$ cat src/rtl/flow_pkg.sv
// Shared types and micro-op encodings for the control-flow sequencer.
package flow_pkg;

  typedef enum logic [3:0] {
    ST_IDLE     = 4'd0,
    ST_PUSH_HI  = 4'd1,
    ST_PUSH_LO  = 4'd2,
    ST_PUSH_CCR = 4'd3,
    ST_POP_CCR  = 4'd4,
    ST_POP_LO   = 4'd5,
    ST_POP_HI   = 4'd6,
    ST_DRAIN    = 4'd7,
    ST_LOAD     = 4'd8
  } state_t;

  typedef enum logic [1:0] {
    KIND_CALL = 2'd0,
    KIND_RET  = 2'd1,
    KIND_INT  = 2'd2,
    KIND_RTI  = 2'd3
  } kind_t;

  localparam logic [15:0] UOP_NOP        = 16'h0000;
  localparam logic [15:0] UOP_PUSH_PC_HI = 16'hF801;
  localparam logic [15:0] UOP_PUSH_PC_LO = 16'hF802;
  localparam logic [15:0] UOP_PUSH_CCR   = 16'hF803;
  localparam logic [15:0] UOP_POP_CCR    = 16'hF804;
  localparam logic [15:0] UOP_POP_PC_LO  = 16'hF805;
  localparam logic [15:0] UOP_POP_PC_HI  = 16'hF806;

  // Micro-instruction injected while sitting in a given state.
  function automatic logic [15:0] uop_for_state(input state_t st);
    logic [15:0] uop;
    case (st)
      ST_PUSH_HI:  uop = UOP_PUSH_PC_HI;
      ST_PUSH_LO:  uop = UOP_PUSH_PC_LO;
      ST_PUSH_CCR: uop = UOP_PUSH_CCR;
      ST_POP_CCR:  uop = UOP_POP_CCR;
      ST_POP_LO:   uop = UOP_POP_PC_LO;
      ST_POP_HI:   uop = UOP_POP_PC_HI;
      default:     uop = UOP_NOP;
    endcase
    return uop;
  endfunction

  // True for the states that replace the fetched instruction.
  function automatic logic is_inject_state(input state_t st);
    logic r;
    case (st)
      ST_PUSH_HI, ST_PUSH_LO, ST_PUSH_CCR,
      ST_POP_CCR, ST_POP_LO, ST_POP_HI: r = 1'b1;
      default:                          r = 1'b0;
    endcase
    return r;
  endfunction

endpackage

$ cat src/rtl/flow_arbiter.sv
// Fixed-priority request selection plus the interrupt rising-edge latch.
module flow_arbiter
  import flow_pkg::*;
(
  input  logic       clk,
  input  logic       reset,
  input  logic       rti_req,
  input  logic       ret_req,
  input  logic       call_req,
  input  logic       int_req,
  input  logic       in_service,
  input  logic       int_clear,
  output logic       grant,
  output logic [1:0] grant_kind,
  output logic       int_pending
);

  logic int_req_q_r;
  logic int_pending_r;

  // Edge-detect int_req; a rise is latched only while no ISR is active.
  always_ff @(posedge clk) begin
    if (reset) begin
      int_req_q_r   <= 1'b0;
      int_pending_r <= 1'b0;
    end else begin
      int_req_q_r <= int_req;
      if (int_clear) begin
        int_pending_r <= 1'b0;
      end else if (int_req && !int_req_q_r && !in_service) begin
        int_pending_r <= 1'b1;
      end else begin
        int_pending_r <= int_pending_r;
      end
    end
  end

  // Decoded requests beat the interrupt: their instructions are already in the pipe.
  always_comb begin
    grant      = 1'b0;
    grant_kind = KIND_CALL;
    if (rti_req) begin
      grant      = 1'b1;
      grant_kind = KIND_RTI;
    end else if (ret_req) begin
      grant      = 1'b1;
      grant_kind = KIND_RET;
    end else if (call_req) begin
      grant      = 1'b1;
      grant_kind = KIND_CALL;
    end else if (int_pending_r) begin
      grant      = 1'b1;
      grant_kind = KIND_INT;
    end else begin
      grant      = 1'b0;
      grant_kind = KIND_CALL;
    end
  end

  assign int_pending = int_pending_r;

endmodule

$ cat src/rtl/flow_sequencer.sv
// Unified CALL/RET/INT/RTI sequencer: injects push/pop micro-ops, stalls
// fetch and drives the PC-load path. Outputs are registered from next state.
module flow_sequencer
  import flow_pkg::*;
#(
  parameter int unsigned DRAIN_CYCLES = 3,
  parameter logic [31:0] INT_VECTOR   = 32'h0000_0000
) (
  input  logic        clk,
  input  logic        reset,
  input  logic        call_req,
  input  logic        ret_req,
  input  logic        rti_req,
  input  logic [15:0] call_target,
  input  logic        int_req,
  output logic        stall,
  output logic        inject_valid,
  output logic [15:0] inject_instr,
  output logic        pc_load,
  output logic [31:0] pc_next,
  output logic        int_ack,
  output logic        in_service,
  output logic        busy
);

  localparam logic [2:0] DRAIN_LOAD = 3'(DRAIN_CYCLES - 1);

  state_t      state_r, state_next_s;
  kind_t       kind_r, kind_next_s;
  logic [2:0]  drain_cnt_r, drain_next_s;
  logic [15:0] target_r, target_next_s;
  logic        in_service_r, in_service_next_s;
  logic        int_clear_s;

  logic        grant_s;
  logic [1:0]  grant_kind_s;
  logic        int_pending_s;

  logic        stall_r, inject_valid_r, pc_load_r, int_ack_r;
  logic [15:0] inject_instr_r;
  logic [31:0] pc_next_r;

  logic        stall_next_s, inject_valid_next_s, pc_load_next_s, int_ack_next_s;
  logic [15:0] inject_instr_next_s;
  logic [31:0] pc_next_next_s;

  flow_arbiter u_arbiter (
    .clk         (clk),
    .reset       (reset),
    .rti_req     (rti_req),
    .ret_req     (ret_req),
    .call_req    (call_req),
    .int_req     (int_req),
    .in_service  (in_service_r),
    .int_clear   (int_clear_s),
    .grant       (grant_s),
    .grant_kind  (grant_kind_s),
    .int_pending (int_pending_s)
  );

  // Next-state, drain counter, captured target and ISR flag.
  always_comb begin
    state_next_s      = state_r;
    kind_next_s       = kind_r;
    drain_next_s      = drain_cnt_r;
    target_next_s     = target_r;
    in_service_next_s = in_service_r;
    int_clear_s       = 1'b0;
    case (state_r)
      ST_IDLE: begin
        if (grant_s) begin
          kind_next_s = kind_t'(grant_kind_s);
          case (kind_t'(grant_kind_s))
            KIND_CALL: begin
              state_next_s  = ST_PUSH_HI;
              target_next_s = call_target;
            end
            KIND_INT: state_next_s = ST_PUSH_HI;
            KIND_RET: state_next_s = ST_POP_LO;
            KIND_RTI: state_next_s = ST_POP_CCR;
            default:  state_next_s = ST_IDLE;
          endcase
        end else begin
          state_next_s = ST_IDLE;
        end
      end
      ST_PUSH_HI: state_next_s = ST_PUSH_LO;
      ST_PUSH_LO: begin
        if (kind_r == KIND_INT) begin
          state_next_s = ST_PUSH_CCR;
        end else begin
          state_next_s = ST_LOAD;
        end
      end
      ST_PUSH_CCR: begin
        // Only the interrupt sequence pushes CCR; entering LOAD ends the pending request.
        state_next_s      = ST_LOAD;
        int_clear_s       = 1'b1;
        in_service_next_s = 1'b1;
      end
      ST_POP_CCR: state_next_s = ST_POP_LO;
      ST_POP_LO:  state_next_s = ST_POP_HI;
      ST_POP_HI: begin
        state_next_s = ST_DRAIN;
        drain_next_s = DRAIN_LOAD;
      end
      ST_DRAIN: begin
        if (drain_cnt_r == 3'd0) begin
          state_next_s = ST_IDLE;
          if (kind_r == KIND_RTI) begin
            in_service_next_s = 1'b0;
          end else begin
            in_service_next_s = in_service_r;
          end
        end else begin
          drain_next_s = drain_cnt_r - 3'd1;
        end
      end
      ST_LOAD: state_next_s = ST_IDLE;
      default: state_next_s = ST_IDLE;
    endcase
  end

  // Output values decoded from the state being entered, so they register with it.
  always_comb begin
    stall_next_s        = (state_next_s != ST_IDLE);
    inject_valid_next_s = is_inject_state(state_next_s);
    inject_instr_next_s = uop_for_state(state_next_s);
    pc_load_next_s      = (state_next_s == ST_LOAD);
    int_ack_next_s      = 1'b0;
    pc_next_next_s      = 32'h0000_0000;
    if (state_next_s == ST_LOAD) begin
      if (kind_next_s == KIND_INT) begin
        pc_next_next_s = INT_VECTOR;
        int_ack_next_s = 1'b1;
      end else begin
        pc_next_next_s = {16'h0000, target_next_s};
        int_ack_next_s = 1'b0;
      end
    end else begin
      pc_next_next_s = 32'h0000_0000;
    end
  end

  // State, sequencing registers and registered outputs.
  always_ff @(posedge clk) begin
    if (reset) begin
      state_r        <= ST_IDLE;
      kind_r         <= KIND_CALL;
      drain_cnt_r    <= 3'd0;
      target_r       <= 16'h0000;
      in_service_r   <= 1'b0;
      stall_r        <= 1'b0;
      inject_valid_r <= 1'b0;
      inject_instr_r <= UOP_NOP;
      pc_load_r      <= 1'b0;
      pc_next_r      <= 32'h0000_0000;
      int_ack_r      <= 1'b0;
    end else begin
      state_r        <= state_next_s;
      kind_r         <= kind_next_s;
      drain_cnt_r    <= drain_next_s;
      target_r       <= target_next_s;
      in_service_r   <= in_service_next_s;
      stall_r        <= stall_next_s;
      inject_valid_r <= inject_valid_next_s;
      inject_instr_r <= inject_instr_next_s;
      pc_load_r      <= pc_load_next_s;
      pc_next_r      <= pc_next_next_s;
      int_ack_r      <= int_ack_next_s;
    end
  end

  assign stall        = stall_r;
  assign busy         = stall_r;
  assign inject_valid = inject_valid_r;
  assign inject_instr = inject_instr_r;
  assign pc_load      = pc_load_r;
  assign pc_next      = pc_next_r;
  assign int_ack      = int_ack_r;
  assign in_service   = in_service_r;

endmodule

$ cat config.mk
export PLATFORM = sky130hd
export DESIGN_NAME = flow_sequencer
export DESIGN_NICKNAME = d
export VERILOG_FILES = /design/src/rtl/flow_pkg.sv /design/src/rtl/flow_arbiter.sv /design/src/rtl/flow_sequencer.sv
export SDC_FILE = /design/constraint.sdc
export NUM_CORES = 1
export LEC_CHECK = 0
export CAP_MARGIN = 20
export CORE_MARGIN = 5
export CORE_UTILIZATION = 49
export CTS_BUF_LIST = sky130_fd_sc_hd__clkbuf_4
export CTS_CLUSTER_SIZE = 20
export DETAILED_ROUTE_END_ITERATION = 7
export PLACE_DENSITY = 0.87
export SYNTH_ARGS = -nofsm -noshare
export SYNTH_HDL_FRONTEND = slang
export SYNTH_SLANG_ARGS = --single-unit
$ cat constraint.sdc
create_clock -name clk -period 3.3 [get_ports clk]
set_input_delay 0.495 -clock clk [delete_from_list [all_inputs] [get_ports clk]]
set_output_delay 0.495 -clock clk [all_outputs]
set_load 0.01 [all_outputs]
==> metrics.txt <==
run status finished clean; Hold Crit Start target_r[6]$_SDFF_PP0_; die footprint 5630 um^2; Pwr Density 533 nW/um^2; die height 75.1 um; die width 75.1 um; Post-Synthesis Cells 208; Slew @ Worst Pin 0.709 ns; CTS tree yes; P_leak 0.00107 uW; CTS Sinks 51; post-synth cell types 39; minimum clock period after layout 1.97 ns; Fin. Hold Viols 0; ANT cells 0; postcts setup bufs 0; GRT Total Usage 14.1%; Final Cycle Share 59.7%; Post-Route Setup TNS 0 ns; Starting Density 51.1%; startpoint types flop; number of global-route vias before repair 1397; Nets 277; R2R cell count 4; Crit Reg-Reg Endpoint pc_next[14]$_SDFF_PP0_; EDFF count, synth 0; Clk pwr share 19.1%; core area 4060 um^2; Worst Path Arrival 2.19 ns; internal power 934 uW; post-synthesis sequential area ratio 49.2%; register bit count reported by yosys 51; Detail Route Antenna Nets 0; antenna violations before repair 0; Worst IR Drop VDD 0.269 mV; mean routed wirelength per cell 12.5 um; Final Max Tran Viols 0; Buffers on Ports 51; post_cts resized 0; cts hold-fix bufs 0; Area Growth Syn to Fin 21.6%; critical path class reg2reg; RSZ-0062 raised after global routing false; Comb pwr share 27.3%; TritonCTS buffer count 5; share of cells above drive strength 1 7.11%; top_reg_cell synth dfxtp_1; Mean Syn Cell Area 9.97 um^2; Detailed Routing Iterations Pass 1 4; HPWL after detailed placement 2.82 mm; Core Rows 23; most frequent cells in the layout 51 x dfxtp_1, 51 x clkdlybuf4s50_1, 42 x nor2_1; worst-path fanout max 16; Fill cells 359; first-pass GRT wire length 6.09 mm; synth warn 0; CTS max path bufs 2; final WL 3.79 mm; clock latency on the worst-skew pair 0.35 ns; drt first-iter violations 97; Mapped Area 2070 um^2; final estimated routing congestion in global placement 0.849; hold path depth 2; Max-slew headroom 52.7%; final setup fails 0; hold-critical path endpoint pc_next[6]$_SDFF_PP0_; critical path required time 3.53 ns; Clock Skews 0.0162 ns; H-tree depth 2; MaxCap Viol Count 0; Boundary Pins 76; global route overflow 0; DR vias/cell 4.71; CTS Root Cell clkbuf_4; f_max 0.508 GHz; DR DRC count 0; total power 1350 uW; Psw 411 uW; switching share of power 30.5%; Sequential Power Share 53.6%; Post-synth ARST share 0%; Clk pin slew, worst setup/hold paths 0.14 ns; min-delay worst type reg2reg; routed via count 1428; RR Startpoint state_r[0]$_SDFF_PP0_; crit end category flop; reg2reg setup slack 1.33 ns; largest net degree at the start of global routing 33
metrics by stage:
stage          util [%]  instances  hold WS (ns)  setup WS [ns]  instance area (um^2)
4_1_cts            62.2        303         0.511           1.30                  2520
6_report           62.2        303         0.503           1.33                  2520
3_3_place_gp       60.9        296         0.469           1.02                  2470
2_1_floorplan         -        231         0.460           1.72                  2160
3_5_place_dp       60.9        296         0.477          0.967                  2470
5_1_grt            62.2        303         0.538           1.12                  2520
critical path, stage by stage, from the launching register on:
cell     delay, ns
dfxtp_1       0.47
nor4_4        0.51
a21oi_1       0.17
o21ai_2       0.58
nor2_1        0.13
routing by layer:
metal	up-vias	part of all wire [%]	routed length, um	track usage [%]
li1	733	-	-	-
met1	643	41	1570	17.4
met2	48	49	1870	22.4
met3	4	7.9	300	4.67
met4	0	1.4	52	6.32
met5	-	0	0	0
cell usage after synthesis, types with 2 or more instances:
cell type	n	area (um^2)
nor3_1	2	10.0
o21a_1	3	22.5
o21ai_0	7	35.0
ha_1	2	25.0
buf_4	31	233
a21oi_1	5	25.0
nor3b_2	2	25.0
buf_6	2	22.5
nand2_1	3	11.3
nor2_1	42	158
clkbuf_1	4	15.0
nor4_1	3	18.8
mux2i_1	16	160
a211oi_1	2	15.0
nor3b_1	2	15.0
inv_1	6	22.5
nor2b_1	4	25.0
dfxtp_1	51	1020
sequential cells by signal (all words and copies together), names as in the netlist:
signal,cells
busy,1
drain_cnt_r,3
in_service,1
inject_instr,4
int_ack,1
kind_r,2
pc_load,1
pc_next,16
state_r,4
target_r,16
u_arbiter.int_pending,1
u_arbiter.int_req_q_r,1
worst max-delay path by stage:
stage / from / to / slack, ns
after floorplan: state_r[0]$_SDFF_PP0_ / pc_next[10]$_SDFF_PP0_ / 1.72
after global placement: rti_req / pc_next[12]$_SDFF_PP0_ / 1.02
after detailed placement: rti_req / pc_next[14]$_SDFF_PP0_ / 0.97
after CTS: state_r[0]$_SDFF_PP0_ / pc_next[14]$_SDFF_PP0_ / 1.30
after global routing: state_r[0]$_SDFF_PP0_ / pc_next[7]$_SDFF_PP0_ / 1.12
final: state_r[0]$_SDFF_PP0_ / pc_next[14]$_SDFF_PP0_ / 1.33
area by class of cell:
type | count | area, um^2 | share of cell area, %
Sequential cell | 51 | 1020 | 40.5
Multi-Input combinational cell | 137 | 847 | 33.6
Clock inverter | 2 | 13.8 | 0.546
Tap cell | 50 | 62.6 | 2.48
Clock buffer | 5 | 37.5 | 1.49
Timing Repair Buffer | 52 | 518 | 20.5
Inverter | 6 | 22.5 | 0.893
cell families (layout without fill, tap and decap cells):
kind of cell	Yosys count	count (layout)	share of synthesized area [%]
and+or+nand+nor	69	69	18.8
DFF	51	51	49.2
other	1	24	0.181
muxes	16	16	7.72
AOI/OAI and AO/OA	26	26	8.81
buffers and inverters	43	65	14.1
adders and majority gates	2	2	1.21
power by group through the flow:
stage | Combinational (uW) | Sequential [uW] | Clock (uW)
floorplan | 281 | 728 | 0
global placement | 361 | 734 | 0
detailed placement | 367 | 736 | 0
CTS | 368 | 722 | 268
global route | 403 | 731 | 299
finish | 367 | 722 | 257
Power figures use the tool's default switching activity.
